`config.mk`:
```
export PLATFORM = sky130hd
export DESIGN_NAME = mac3_drain
export DESIGN_NICKNAME = d
export VERILOG_FILES = /design/src/rtl/mac3_drain.sv
export SDC_FILE = /design/constraint.sdc
export NUM_CORES = 1
export LEC_CHECK = 0
export CORE_UTILIZATION = 56
export DETAILED_ROUTE_END_ITERATION = 10
export PLACE_DENSITY = 0.85
export SYNTH_ARGS = -nofsm -noshare
export SYNTH_HDL_FRONTEND = slang
export SYNTH_SLANG_ARGS = --single-unit
```
`constraint.sdc`:
```
create_clock -name clk -period 5.7 [get_ports clk]
set_input_delay 0.57 -clock clk [delete_from_list [all_inputs] [get_ports clk]]
set_output_delay 0.57 -clock clk [all_outputs]
set_load 0.05 [all_outputs]
```
`src/rtl/mac3_drain.sv`:
```
`default_nettype none
// ============================================================================
// Module      : mac3_drain
// Description : Output stage behind the 3-way pipelined MAC. Tracks which
//               issued operations close an output pixel, captures the MAC
//               accumulator when that result emerges, rounds/scales/saturates
//               it, buffers it in a small FIFO and drains it to the output
//               memory writer with sequential addresses and a frame-done pulse.
// Ports       : clk, rst_in       - clock, synchronous active-high reset
//               input_valid       - MAC pipeline advance strobe
//               last_in           - issue is final accumulation of an output
//               acc_in            - MAC accumulator register (signed)
//               issue_ready_out   - credit: upstream may issue last_in=1
//               out_valid/ready   - result handshake to memory writer
//               out_data/out_addr - result word and its write address
//               frame_done        - pulse after the last address of a frame
//               sat_count         - sticky-at-max count of clamped results
//               overflow_err      - sticky protocol violation flag
//               busy              - results in flight or buffered
// Revision    : 1.0 - initial release
// ============================================================================
module mac3_drain #(
    parameter int ACCUMULATOR_WIDTH = 32,
    parameter int OUTPUT_WIDTH      = 16,
    parameter int OUTPUT_SCALE      = 0,
    parameter int PIPE_DEPTH        = 4,
    parameter int FIFO_DEPTH        = 4,
    parameter int NUM_OUTPUTS       = 64,
    parameter int SAT_CNT_WIDTH     = 16
) (
    input  logic                                clk,
    input  logic                                rst_in,
    input  logic                                input_valid,
    input  logic                                last_in,
    input  logic signed [ACCUMULATOR_WIDTH-1:0] acc_in,
    output logic                                issue_ready_out,
    output logic                                out_valid,
    input  logic                                out_ready,
    output logic signed [OUTPUT_WIDTH-1:0]      out_data,
    output logic [$clog2(NUM_OUTPUTS)-1:0]      out_addr,
    output logic                                frame_done,
    output logic [SAT_CNT_WIDTH-1:0]            sat_count,
    output logic                                overflow_err,
    output logic                                busy
);

    localparam int TAG_W  = PIPE_DEPTH - 1;
    localparam int PTR_W  = $clog2(FIFO_DEPTH);
    localparam int CNT_W  = $clog2(FIFO_DEPTH + 1);
    localparam int INF_W  = $clog2(PIPE_DEPTH + 1);
    localparam int SUM_W  = CNT_W + INF_W;
    localparam int EXT_W  = ACCUMULATOR_WIDTH + 1;
    localparam int ADDR_W = $clog2(NUM_OUTPUTS);

    localparam logic [ADDR_W-1:0]        ADDR_LAST = ADDR_W'(NUM_OUTPUTS - 1);
    localparam logic [CNT_W-1:0]         FIFO_FULL = CNT_W'(FIFO_DEPTH);
    localparam logic [SUM_W-1:0]         CREDITS   = SUM_W'(FIFO_DEPTH);
    localparam logic [SAT_CNT_WIDTH-1:0] SAT_MAX   = '1;
    localparam logic signed [EXT_W-1:0]  OUT_MAX   =
        EXT_W'((64'sd1 <<< (OUTPUT_WIDTH - 1)) - 64'sd1);
    // Two's complement: -(max) - 1 == ~max
    localparam logic signed [EXT_W-1:0]  OUT_MIN   = ~OUT_MAX;

    // ------------------------------------------------------------------
    // State
    // ------------------------------------------------------------------
    logic [TAG_W-1:0]              tag_q, tag_d;
    logic                          push_pending_q;
    logic signed [OUTPUT_WIDTH-1:0] fifo_mem_q [FIFO_DEPTH];
    logic [PTR_W-1:0]              wr_ptr_q, rd_ptr_q;
    logic [CNT_W-1:0]              count_q, count_d;
    logic [ADDR_W-1:0]             out_addr_q;
    logic                          frame_done_q;
    logic [SAT_CNT_WIDTH-1:0]      sat_count_q;
    logic                          overflow_q;

    // ------------------------------------------------------------------
    // Tag shift register: one bit per in-flight issue, advanced only by
    // the same strobe that advances the MAC pipeline.
    // ------------------------------------------------------------------
    always_comb begin
        tag_d = tag_q;
        if (input_valid) begin
            tag_d    = tag_q << 1;
            tag_d[0] = last_in;
        end
    end

    // ------------------------------------------------------------------
    // Credits: every tagged issue and the pending capture will each
    // claim one FIFO slot, so they are reserved up front.
    // ------------------------------------------------------------------
    logic [INF_W-1:0] w_inflight;

    always_comb begin
        w_inflight = INF_W'(push_pending_q);
        for (int i = 0; i < TAG_W; i++) begin
            w_inflight = w_inflight + INF_W'(tag_q[i]);
        end
    end

    assign issue_ready_out = (SUM_W'(count_q) + SUM_W'(w_inflight)) < CREDITS;
    assign busy            = (w_inflight != '0) || (count_q != '0);

    // ------------------------------------------------------------------
    // Conversion: round half up, arithmetic shift, saturate. The extra
    // top bit keeps the rounding add from wrapping at the positive end.
    // ------------------------------------------------------------------
    logic signed [EXT_W-1:0]        w_acc_ext;
    logic signed [EXT_W-1:0]        w_scaled;
    logic                           w_sat_hi, w_sat_lo;
    logic signed [OUTPUT_WIDTH-1:0] w_result;

    assign w_acc_ext = {acc_in[ACCUMULATOR_WIDTH-1], acc_in};

    generate
        if (OUTPUT_SCALE > 0) begin : g_round
            localparam logic signed [EXT_W-1:0] HALF_LSB =
                EXT_W'(1) << (OUTPUT_SCALE - 1);
            assign w_scaled = (w_acc_ext + HALF_LSB) >>> OUTPUT_SCALE;
        end else begin : g_no_round
            assign w_scaled = w_acc_ext;
        end
    endgenerate

    assign w_sat_hi = w_scaled > OUT_MAX;
    assign w_sat_lo = w_scaled < OUT_MIN;

    always_comb begin
        w_result = w_scaled[OUTPUT_WIDTH-1:0];
        if (w_sat_hi) begin
            w_result = OUT_MAX[OUTPUT_WIDTH-1:0];
        end else if (w_sat_lo) begin
            w_result = OUT_MIN[OUTPUT_WIDTH-1:0];
        end
    end

    // ------------------------------------------------------------------
    // FIFO control. A pop frees the slot a same-cycle push needs, so a
    // full FIFO only drops when nothing leaves that cycle.
    // ------------------------------------------------------------------
    logic w_pop, w_full, w_push, w_drop, w_bad_issue;

    assign w_pop       = out_valid & out_ready;
    assign w_full      = (count_q == FIFO_FULL);
    assign w_push      = push_pending_q & (~w_full | w_pop);
    assign w_drop      = push_pending_q & w_full & ~w_pop;
    assign w_bad_issue = input_valid & last_in & ~issue_ready_out;

    always_comb begin
        count_d = count_q;
        if (w_push && !w_pop) begin
            count_d = count_q + CNT_W'(1);
        end else if (!w_push && w_pop) begin
            count_d = count_q - CNT_W'(1);
        end
    end

    always_ff @(posedge clk) begin
        if (rst_in) begin
            tag_q          <= '0;
            push_pending_q <= 1'b0;
            wr_ptr_q       <= '0;
            rd_ptr_q       <= '0;
            count_q        <= '0;
            out_addr_q     <= '0;
            frame_done_q   <= 1'b0;
            sat_count_q    <= '0;
            overflow_q     <= 1'b0;
        end else begin
            tag_q          <= tag_d;
            push_pending_q <= input_valid & tag_q[TAG_W-1];
            count_q        <= count_d;
            frame_done_q   <= w_pop & (out_addr_q == ADDR_LAST);
            if (w_push) begin
                wr_ptr_q <= wr_ptr_q + PTR_W'(1);
            end
            if (w_pop) begin
                rd_ptr_q   <= rd_ptr_q + PTR_W'(1);
                out_addr_q <= (out_addr_q == ADDR_LAST) ? '0 : out_addr_q + ADDR_W'(1);
            end
            if (push_pending_q && (w_sat_hi || w_sat_lo) && (sat_count_q != SAT_MAX)) begin
                sat_count_q <= sat_count_q + SAT_CNT_WIDTH'(1);
            end
            if (w_bad_issue || w_drop) begin
                overflow_q <= 1'b1;
            end
        end
    end

    // Storage needs no reset: the count alone decides what is visible.
    always_ff @(posedge clk) begin
        if (w_push) begin
            fifo_mem_q[wr_ptr_q] <= w_result;
        end
    end

    assign out_valid    = (count_q != '0);
    assign out_data     = fifo_mem_q[rd_ptr_q];
    assign out_addr     = out_addr_q;
    assign frame_done   = frame_done_q;
    assign sat_count    = sat_count_q;
    assign overflow_err = overflow_q;

endmodule
`default_nettype wire
```
# Word level (Yosys, flattened, before mapping)
# Memory sizes are Yosys's and may differ from the RTL's. A register that Yosys moved wholly into a read port is not among the register bits.
# Cells that the tools add are included.
[totals]
rom_bits = 0
mem_bits_rw = 64
latch_bits = 0
memories = 1
reg_bits = 35
wordCells = 59
in_bits = 37
[op_classes]
magnitude_cmp = 3
shifts = 0
bitwise = 12
n_eq_ne = 3
muxes = 9
div_mod_pow = 0
n_addsub = 10
n_reduce_logical = 12
multipliers = 0
[memory_table]
columns = ["memory", "words", "width", "rd", "rd_ports_with_merged_regs", "write_ports", "line", "source"]
rows = [
  ["fifo_mem_q", 4, 16, 1, 1, 1, "69", "logic signed [OUTPUT_WIDTH-1:0] fifo_mem_q [FIFO_DEPTH];"],
]
[ops]
columns = ["op", "n"]
rows = [
  ["$gt A32 B16 Y1 const B", 1],
  ["$lt A32 B16 Y1 const B", 1],
  ["$mux W16", 2],
  ["$add A16 B1 Y16 const B", 1],
  ["$ne A16 B16 Y1 const B", 1],
  ["$and A1 B1 Y1", 8],
  ["$add A6 B1 Y6 const B", 1],
  ["$eq A6 B6 Y1 const B", 1],
  ["$mux W3", 2],
  ["$mux W6", 1],
  ["$reduce_bool A3 Y1", 2],
  ["$add A2 B1 Y2 const B", 2],
  ["$add A3 B3 Y4", 1],
  ["$logic_and A1 B1 Y1", 4],
  ["$lt A4 B3 Y1 const B", 1],
  ["$mux W2", 2],
  ["$add A2 B1 Y3", 1],
  ["$add A3 B1 Y3", 1],
  ["$add A3 B1 Y3 const B", 1],
  ["$eq A3 B3 Y1 const B", 1],
  ["$logic_or A1 B1 Y1", 3],
  ["$not A1 Y1", 3],
  ["$sub A3 B1 Y3 const B", 1],
  ["$add A1 B1 Y2", 1],
  ["other kinds (4)", 6],
]

# Longest topological paths before layout
# Gate-level depths: netlist of the first run.
[depth]
word_depth = 8
mapped_depth = 10
depth_no_buf = 10

# Least setup slack after synthesis of the first run
# OpenSTA, ideal clock, no wires.
[synth_timing]
path_type = "reg-to-output"
start = "register push_pending_q"
end = "output issue_ready_out"
t_arrival_ns = 3.324
path_buffers = 0
path_slack_ns = 1.806
path_stages_with_launch = 9
t_required_ns = 5.130
cell_sequence = "dfxtp_1 > inv_1 > fa_1 > inv_1 > ha_1 > ha_1 > ha_1 > and3_1 > nor4_1"
[synth_via]
elab_chain_len = 5
[synth_lines]
columns = ["element", "line", "source"]
rows = [
  ["start, declared", "68", "logic push_pending_q;"],
  ["start signal, assigned", "172", "push_pending_q <= input_valid & tag_q[TAG_W-1];"],
  ["$add A1 B1 Y2", "98", "w_inflight = w_inflight + INF_W'(tag_q[i]);"],
  ["$add A2 B1 Y3", "98", ""],
  ["$add A3 B1 Y3", "98", ""],
  ["$add A3 B3 Y4", "102", "assign issue_ready_out = (SUM_W'(count_q) + SUM_W'(w_inflight)) < CREDITS;"],
  ["$lt A4 B3 Y1", "102", ""],
  ["end, declared", "36", "output logic issue_ready_out,"],
]
# No other way between the ends.

# Final worst setup path of the first run
# Same ends and word-level chain as after synthesis.

==> flow_summary.json, run 1 <==
{
  "wl_per_cell_um": 16.0,
  "multi_input_area_um2": 1540,
  "end_kind": "output port",
  "hpwl_mm": 5.60,
  "setup_viol": 0,
  "cap_violations": 0,
  "cp_top_family": "adder cells",
  "grt_first_pass_wirelength_mm": 13.7,
  "cts_inserted_buffers": 9,
  "fin_util_pct": 72.5,
  "final_area_um2": 5350,
  "vias": 2834,
  "setup_tns_ns": 0,
  "rsz0062_at_grt": "false",
  "area_growth_pct": 23.3,
  "synthMuxAreaShare_pct": 9.95,
  "wl_mm": 8.15,
  "synth.most_common_cell": "edfxtp_1",
  "grt_max_degree": 36,
  "num-fill-cells": 524,
  "synth-warning-count": 0,
  "place.gp.congestion": 0.739,
  "antenna_found_initial": 0,
  "cp_cell_sequence": "inv_1 > fa_1 > inv_1 > ha_1 > ha_1 > ha_1 > and3_1 > nor4_1 > clkdlybuf4s50_1",
  "start_util_pct": 58.8,
  "yosysUniqueCellTypes": 38,
  "rows": 31,
  "ys_ff_latch": 101,
  "cts_hold_buf": 0,
  "finalCriticalPeriod_ns": 3.97,
  "place_inst": 492,
  "p_leak_nw": 1.77,
  "register_area_um2": 2660,
  "critical-path-max-stage-delay_ns": 0.87,
  "power_density_nw_per_um2": 303,
  "cts-root-buf": "clkbuf_8",
  "synth_fa_ha_area_share_pct": 4.10,
  "crit_top_cell": "ha_1",
  "critPathSlowestCell": "clkdlybuf4s50_1",
  "vias_per_cell": 5.58,
  "die_area_um2": 8100,
  "synth-simple-area-share_pct": 13.6,
  "drive_gt1_share_pct": 8.56,
  "synth_edf_count": 64,
  "post-cts-setup-buffers": 0,
  "synth_compound_area_share_pct": 5.40,
  "worst_ep_required_time_ns": 5.13,
  "yosysSeqAreaShare_pct": 61.4,
  "synth_top_family_by_area": "simple AND/OR/NAND/NOR gates",
  "cts_tree": "yes",
  "drt_iter0_drc": 107,
  "synth_ff_type": "edfxtp_1",
  "synth_nets": 379,
  "cp-start-kind": "flop",
  "port_buffers": 79,
  "max_clock_freq_ghz": 0.252,
  "hold_violations": 0,
  "crit_buf_inv": 3,
  "insertion_delay_ns": 0.34,
  "syn-mean-instance-area_um2": 13.2,
  "cts_resized": 0,
  "io_pins": 80,
  "drc_errors": 0,
  "synthCells": 329,
  "core_um2": 7370,
  "worst_hold_path_type": "flop to flop",
  "cts.sinks": 101,
  "worstSetupPathType": "flop to output port",
  "synth_xor_area_share_pct": 2.42,
  "path_max_fanout": 4,
  "antenna_cells": 0,
  "firstDrtPassIters": 4,
  "vdd_ir_drop_max_mv": 0.419,
  "path_clk_slew_ns": 0.09,
  "die_y_um": 90,
  "synthTopCellsByArea": "edfxtp_1 44%, dfxtp_1 17%, mux4_2 8.3%, nor2_1 4.6%, ha_1 3.2%",
  "nets": 454,
  "grt_pass1_vias": 2867,
  "grt_usage_pct": 21.5,
  "clock_path_buffers": 2,
  "htreeDepth": 3,
  "synth_common_cells": "64 x edfxtp_1, 53 x nor2_1, 37 x dfxtp_1",
  "final_cell_count_no_fill": 508,
  "slew_headroom_pct": 28.8,
  "grt.overflow.total": 0,
  "slew_violations": 0,
  "synthArstFlopShare_pct": 0,
  "yosysTopAreaCellShare_pct": 44.3,
  "status": "finished clean",
  "reg2reg_slack_ns": 3.17,
  "ant_nets": 0,
  "cp.arrival_ns": 3.40,
  "dieWidth_um": 90,
  "syn_area_um2": 4340,
  "skew_ns": 0.0104,
  "tightest_slew_ns": 1.07,
  "fin_crit_sh_pct": 69.6,
  "fin_hold_ws_ns": 0.474,
  "dpl-instance-area_um2": 5170,
  "synth_area_leader_cell": "edfxtp_1"
}
worst min-delay path: stages (launching register included):
cell and delay, ns:
dfxtp_1 0.34, nand2_1 0.06, nor2_1 0.03
where the power goes:
part           leakage [nW]  internal [W]  switching, W
registers             0.878      0.000795     0.0000367
clock network        0.0791      0.000162      0.000239
logic                 0.813      0.000160      0.000226
through the flow:
stage                     setup WS, ns  total power (W)
final                             1.73          0.00162
after global routing              1.55          0.00169
after CTS                         1.71          0.00163
after detailed placement          2.12          0.00123
after global placement            2.18          0.00123
after floorplan                   1.81          0.00111
worst paths after layout:
kind                                        end            from  depth (start not counted)
worst max register to register     overflow_err  push_pending_q                         10
worst min-delay path             push_pending_q        tag_q[2]                          2
worst max-delay path            issue_ready_out  push_pending_q                          9
worst min register to register   push_pending_q        tag_q[2]                          2
layout by cell type, fill, tap and decap left out, types with 2 or more instances in the layout:
cell and instances:
nand2_1 10, nor4_1 5, and3_1 2, nand3_1 8, mux4_2 16, xnor2_1 6
edfxtp_1 64, xor2_1 6, nor2_1 53, fa_1 2, dfxtp_1 37, o21ai_1 6
and2_1 6, clkdlybuf4s50_1 79, nand4_1 9, nor3_1 2, mux2i_1 6, clkinv_4 2
buf_4 2, and4_1 3, clkbuf_8 9, a21oi_1 16, o31ai_1 6, ha_1 11
or4_1 7, inv_1 11, clkinvlp_4 3, or3_1 9
cells by family (layout without fill, tap and decap cells):
family,after synthesis,after routing
buf+inv,28,108
xor+xnor,12,12
mux,23,23
compound gates,34,34
flops,101,101
simple gates,118,118
fa+ha+maj,13,13
flip-flops by register name (all words and copies together), names as in the netlist, named ones only:
name / cells
fifo_mem_q: 64
out_addr: 6
push_pending_q: 1
wr_ptr_q: 2
rd_ptr_q: 2
frame_done: 1
count_q: 3
sat_count: 16
tag_q: 3
overflow_err: 1
cell type report:
class / count / share of cell area [%]
clock inverters: 6 / 0.913
well taps: 99 / 2.32
repair buffers: 81 / 15.1
clock buffers: 10 / 2.39
inverters: 11 / 0.772
multi-input cells: 200 / 28.7
flip-flops and latches: 101 / 49.8
layer usage:
metal / wire length [um] / global-route usage (%) / up-vias
met4: 57 / 5.65 / 0
li1: - / - / 1376
met2: 4310 / 38.6 / 64
met1: 3500 / 26.7 / 1388
met3: 278 / 3.72 / 6
met5: 0 / 0 / -
Note: power is estimated with default switching activity, not from simulation.
==> inputs of run 2 (changes only) <==
--- a/config.mk
+++ b/config.mk
@@ -5,9 +5,9 @@
 export SDC_FILE = /design/constraint.sdc
 export NUM_CORES = 1
 export LEC_CHECK = 0
-export CORE_UTILIZATION = 56
+export CORE_UTILIZATION = 47
 export DETAILED_ROUTE_END_ITERATION = 10
-export PLACE_DENSITY = 0.85
+export PLACE_DENSITY = 0.76
 export SYNTH_ARGS = -nofsm -noshare
 export SYNTH_HDL_FRONTEND = slang
 export SYNTH_SLANG_ARGS = --single-unit
==> constraint.sdc (replaced) <==
create_clock -name clk -period 3.5 [get_ports clk]
set_input_delay 0.35 -clock clk [delete_from_list [all_inputs] [get_ports clk]]
set_output_delay 0.35 -clock clk [all_outputs]
set_load 0.05 [all_outputs]
==> flow_summary.json, run 2 (synthesis gave the netlist of run 1 again) <==
{
  "grt_first_pass_wirelength_mm": 13.9,
  "vias": 2823,
  "grt_pass1_vias": 2851,
  "vias_per_cell": 5.43,
  "grt_max_degree": 28,
  "setup_tns_ns": 0,
  "nets": 457,
  "tightest_slew_ns": 0.871,
  "clkPwrFrac_pct": 25.4,
  "cts.sinks": 101,
  "p_leak_nw": 1.81,
  "io_pins": 80,
  "top_register": "fifo_mem_q",
  "drive_gt1_share_pct": 9.71,
  "p_comb_share_pct": 24.4,
  "hpwl_mm": 5.62,
  "drc_errors": 6,
  "cp-start-kind": "flop",
  "port_buffers": 79,
  "antenna_found_initial": 0,
  "p_sw_w": 0.000840,
  "core_um2": 8810,
  "die_y_um": 98.1,
  "cp.arrival_ns": 2.72,
  "switching_share_pct": 31.5,
  "path_clk_slew_ns": 0.09,
  "gr-usage-met3_pct": 4.51,
  "vdd_ir_drop_max_mv": 0.526,
  "slew_violations": 0,
  "hold_violations": 0,
  "wl_per_cell_um": 16.0,
  "insertion_delay_ns": 0.36,
  "setup_viol": 0,
  "finalCriticalPeriod_ns": 3.07,
  "wl_mm": 8.31,
  "fin_util_pct": 61.2,
  "use_met2_pct": 31.5,
  "drt_iter0_drc": 158,
  "fin_crit_sh_pct": 87.8,
  "firstDrtPassIters": 7,
  "use_met1_pct": 23.7,
  "seq_power_share_pct": 50.2,
  "end_kind": "output port",
  "grt.overflow.total": 0,
  "post-cts-setup-buffers": 0,
  "rsz0062_at_grt": "false",
  "start_util_pct": 49.2,
  "cap_violations": 0,
  "final_cell_mix": "77 x clkdlybuf4s50_1, 64 x edfxtp_1, 53 x nor2_1",
  "max_clock_freq_ghz": 0.325,
  "antenna_cells": 0,
  "grt_busiest_layer": "met2",
  "path_max_fanout": 4,
  "final_common_cell": "clkdlybuf4s50_1",
  "power.internal_w": 0.00183,
  "htreeDepth": 3,
  "cts_inserted_buffers": 9,
  "slew_headroom_pct": 42.0,
  "place.gp.congestion": 0.804,
  "area_growth_pct": 24.3,
  "worstSetupPathType": "flop to output port",
  "cts_tree": "yes",
  "clock_path_buffers": 2,
  "status": "finished, violations left",
  "ant_nets": 0,
  "worst_hold_path_type": "flop to flop",
  "rows": 34,
  "violations": "DRC",
  "largest_reg_flops": 64,
  "skew_ns": 0.00737,
  "power_density_nw_per_um2": 495,
  "cts-root-buf": "clkbuf_8",
  "dieWidth_um": 98.1,
  "worst_ep_required_time_ns": 3.15,
  "grt_usage_pct": 18.7,
  "die_area_um2": 9610
}
==> run 2: cell count changes in the layout (fill, tap and decap cells not counted), sizes merged <==
cell / change
buf: +4
clkbuf: -1
clkdlybuf4s50: -2
clkinv: +1
clkinvlp: -3
dlymetal6s2s: +1
inv: +3
==> run 2: power by group through the flow <==
stage	logic, W	registers, W	clock network, W
6_report	0.000652	0.00134	0.000678
5_1_grt	0.000697	0.00134	0.000745
4_1_cts	0.000658	0.00134	0.000697
3_5_place_dp	0.000654	0.00136	0
3_3_place_gp	0.000645	0.00136	0
2_1_floorplan	0.000445	0.00137	0
==> run 2: worst paths after layout <==
kind,cells past startpoint,slack (ns),startpoint,end
max,9,0.43,push_pending_q,issue_ready_out
min,2,0.47,tag_q[2],push_pending_q
max reg2reg,10,1.06,push_pending_q,overflow_err
min reg2reg,2,0.47,tag_q[2],push_pending_q
==> run 2: metal layers <==
layer	vias up	wire length, um
met3	7	440
met4	0	91
met2	74	4160
met5	-	0
met1	1357	3610
li1	1385	-
==> run 2: cell type report <==
| cell class | count | area, um2 |
|---|---|---|
| Clock inverter | 7 | 55.1 |
| Tap cell | 108 | 135 |
| Sequential cell | 101 | 2660 |
| Inverter | 11 | 41.3 |
| Timing Repair Buffer | 84 | 828 |
| Fill cell | 701 | 3420 |
| Multi-Input combinational cell | 200 | 1540 |
| Clock buffer | 9 | 124 |
==> run 2: through the flow <==
stage	hold WS (ns)	total power, W	setup slack [ns]	std cells	cell area [um2]
2_1_floorplan	0.426	0.00181	0.392	329	4340
3_3_place_gp	0.457	0.00201	0.475	504	5210
3_5_place_dp	0.453	0.00202	0.461	504	5210
4_1_cts	0.470	0.00269	0.0341	520	5390
5_1_grt	0.492	0.00279	0.237	520	5390
6_report	0.467	0.00267	0.426	520	5390
==> run 2: repair_timing <==
| item | in CTS | in global routing |
|---|---|---|
| hold buffers | 0 | 0 |
| resized for setup | 0 | 1 |
| endpoints found under the setup margin | 0 | 1 |
==> run 2: worst max-delay path, cell delays in order, from the launching register on <==
cell and delay [ns]:
dfxtp_1 0.42, inv_1 0.10, fa_1 0.48, inv_1 0.04, ha_1 0.17, ha_1 0.28, ha_1 0.27, and3_1 0.18
nor4_2 0.17, buf_4 0.25
==> inputs of run 3 (changes only) <==
--- a/config.mk
+++ b/config.mk
@@ -5,9 +5,10 @@
 export SDC_FILE = /design/constraint.sdc
 export NUM_CORES = 1
 export LEC_CHECK = 0
-export CORE_UTILIZATION = 47
+export CORE_UTILIZATION = 49
+export CTS_BUF_LIST = sky130_fd_sc_hd__clkbuf_4 sky130_fd_sc_hd__clkbuf_8
 export DETAILED_ROUTE_END_ITERATION = 10
-export PLACE_DENSITY = 0.76
+export PLACE_DENSITY = 0.79
 export SYNTH_ARGS = -nofsm -noshare
 export SYNTH_HDL_FRONTEND = slang
 export SYNTH_SLANG_ARGS = --single-unit
==> flow_summary.json, run 3 (synthesis gave the netlist of run 1 again) <==
{
  "status": "finished clean",
  "insertion_delay_ns": 0.36,
  "drt_iter0_drc": 122,
  "hpwl_mm": 5.92,
  "cts_inserted_buffers": 9,
  "cp.arrival_ns": 2.75,
  "largest_reg_flops": 64,
  "final_cell_mix": "77 x clkdlybuf4s50_1, 64 x edfxtp_1, 53 x nor2_1",
  "fin_crit_sh_pct": 88.5,
  "grt_max_degree": 28,
  "worst_hold_path_type": "flop to flop",
  "wl_mm": 8.72,
  "vdd_ir_drop_max_mv": 0.682,
  "reg2reg_slack_ns": 1.05,
  "firstDrtPassIters": 4,
  "top_register": "fifo_mem_q",
  "grt_usage_pct": 20.7,
  "hold_violations": 0,
  "worstSetupPathType": "flop to output port",
  "slew_violations": 0,
  "vias_per_cell": 5.58,
  "die_area_um2": 9230,
  "final_common_cell": "clkdlybuf4s50_1",
  "area_growth_pct": 24.4,
  "start_util_pct": 51.7,
  "cap_violations": 0,
  "antenna_found_initial": 0,
  "setup_viol": 0,
  "cts_tree": "yes",
  "htreeDepth": 3,
  "drive_gt1_share_pct": 9.51,
  "finalCriticalPeriod_ns": 3.10,
  "nets": 456,
  "skew_ns": 0.0134,
  "rows": 33,
  "drc_errors": 0,
  "slew_headroom_pct": 43.5,
  "io_pins": 80,
  "rsz0062_at_grt": "false",
  "cts.sinks": 101,
  "wl_per_cell_um": 16.9,
  "vias": 2873,
  "cts-root-buf": "clkbuf_8",
  "tightest_slew_ns": 0.847,
  "end_kind": "output port",
  "power_density_nw_per_um2": 505,
  "ant_nets": 0,
  "grt_first_pass_wirelength_mm": 14.1,
  "port_buffers": 79,
  "dieWidth_um": 96.1,
  "fin_util_pct": 64.4,
  "die_y_um": 96.1,
  "core_um2": 8380,
  "grt.overflow.total": 0,
  "worst_ep_required_time_ns": 3.15,
  "p_leak_nw": 1.80,
  "path_max_fanout": 4,
  "grt_pass1_vias": 2892,
  "max_clock_freq_ghz": 0.323,
  "antenna_cells": 0,
  "path_clk_slew_ns": 0.10,
  "place.gp.congestion": 0.792,
  "cp-start-kind": "flop",
  "setup_tns_ns": 0,
  "num-fill-cells": 661,
  "clock_path_buffers": 2
}
run 3: cell types whose count changed in the layout (fill, tap and decap cells not counted):
cell        delta
clkinv_2       -1
buf_4          -1
clkinv_1       -1
inv_6          -3
clkinvlp_4     +3
bufinv_16      +1
run 3: path summary, 6_finish.rpt:
check,cells past startpoint,to,startpoint
max,9,issue_ready_out,push_pending_q
min,2,push_pending_q,tag_q[2]
max reg2reg,10,overflow_err,push_pending_q
min reg2reg,2,push_pending_q,tag_q[2]
run 3: timing repair:
action / 4_1_cts / 5_1_grt
resized for setup: 0 / 1
setup buffers: 0 / 0
endpoints found under the hold margin: 0 / 0
endpoints found under the setup margin: 0 / 1
hold buffers: 0 / 0
run 3: per-layer routing:
layer | GRT usage (%) | up-vias | part of all wire (%)
li1 | - | 1377 | -
met1 | 25.7 | 1415 | 43
met2 | 36.8 | 74 | 51
met3 | 4.90 | 7 | 4.7
met4 | 4.23 | 0 | 0.80
met5 | 0 | - | 0
run 3: cell type report:
| type | count | area, um2 | share of cell area (%) |
|---|---|---|---|
| Sequential cell | 101 | 2660 | 49.4 |
| Multi-Input combinational cell | 200 | 1540 | 28.6 |
| Timing Repair Buffer | 83 | 821 | 15.2 |
| Tap cell | 105 | 131 | 2.44 |
| Clock buffer | 9 | 124 | 2.30 |
| Clock inverter | 6 | 72.6 | 1.35 |
| Inverter | 11 | 41.3 | 0.765 |
run 3: power by group:
group | switching (W) | total [W] | internal [W]
logic | 0.000388 | 0.000651 | 0.000263
registers | 0.0000419 | 0.00134 | 0.00130
clock network | 0.000403 | 0.000736 | 0.000333
total | 0.000833 | 0.00272 | 0.00189
run 3: stage by stage:
step / setup slack (ns) / instance area, um2 / power (W) / instances / hold slack (ns)
floorplan: 0.392 / 4340 / 0.00181 / 329 / 0.426
global placement: 0.477 / 5200 / 0.00201 / 500 / 0.461
detailed placement: 0.460 / 5200 / 0.00202 / 500 / 0.449
CTS: 0.0327 / 5390 / 0.00275 / 515 / 0.470
global route: 0.174 / 5400 / 0.00283 / 515 / 0.498
finish: 0.402 / 5400 / 0.00272 / 515 / 0.471
run 3: critical path: stages, from the launching register on:
cell and delay [ns]:
dfxtp_1 0.43, inv_1 0.09, fa_1 0.49, inv_1 0.04
ha_1 0.17, ha_1 0.28, ha_1 0.26, and3_1 0.18
nor4_2 0.18, buf_4 0.25
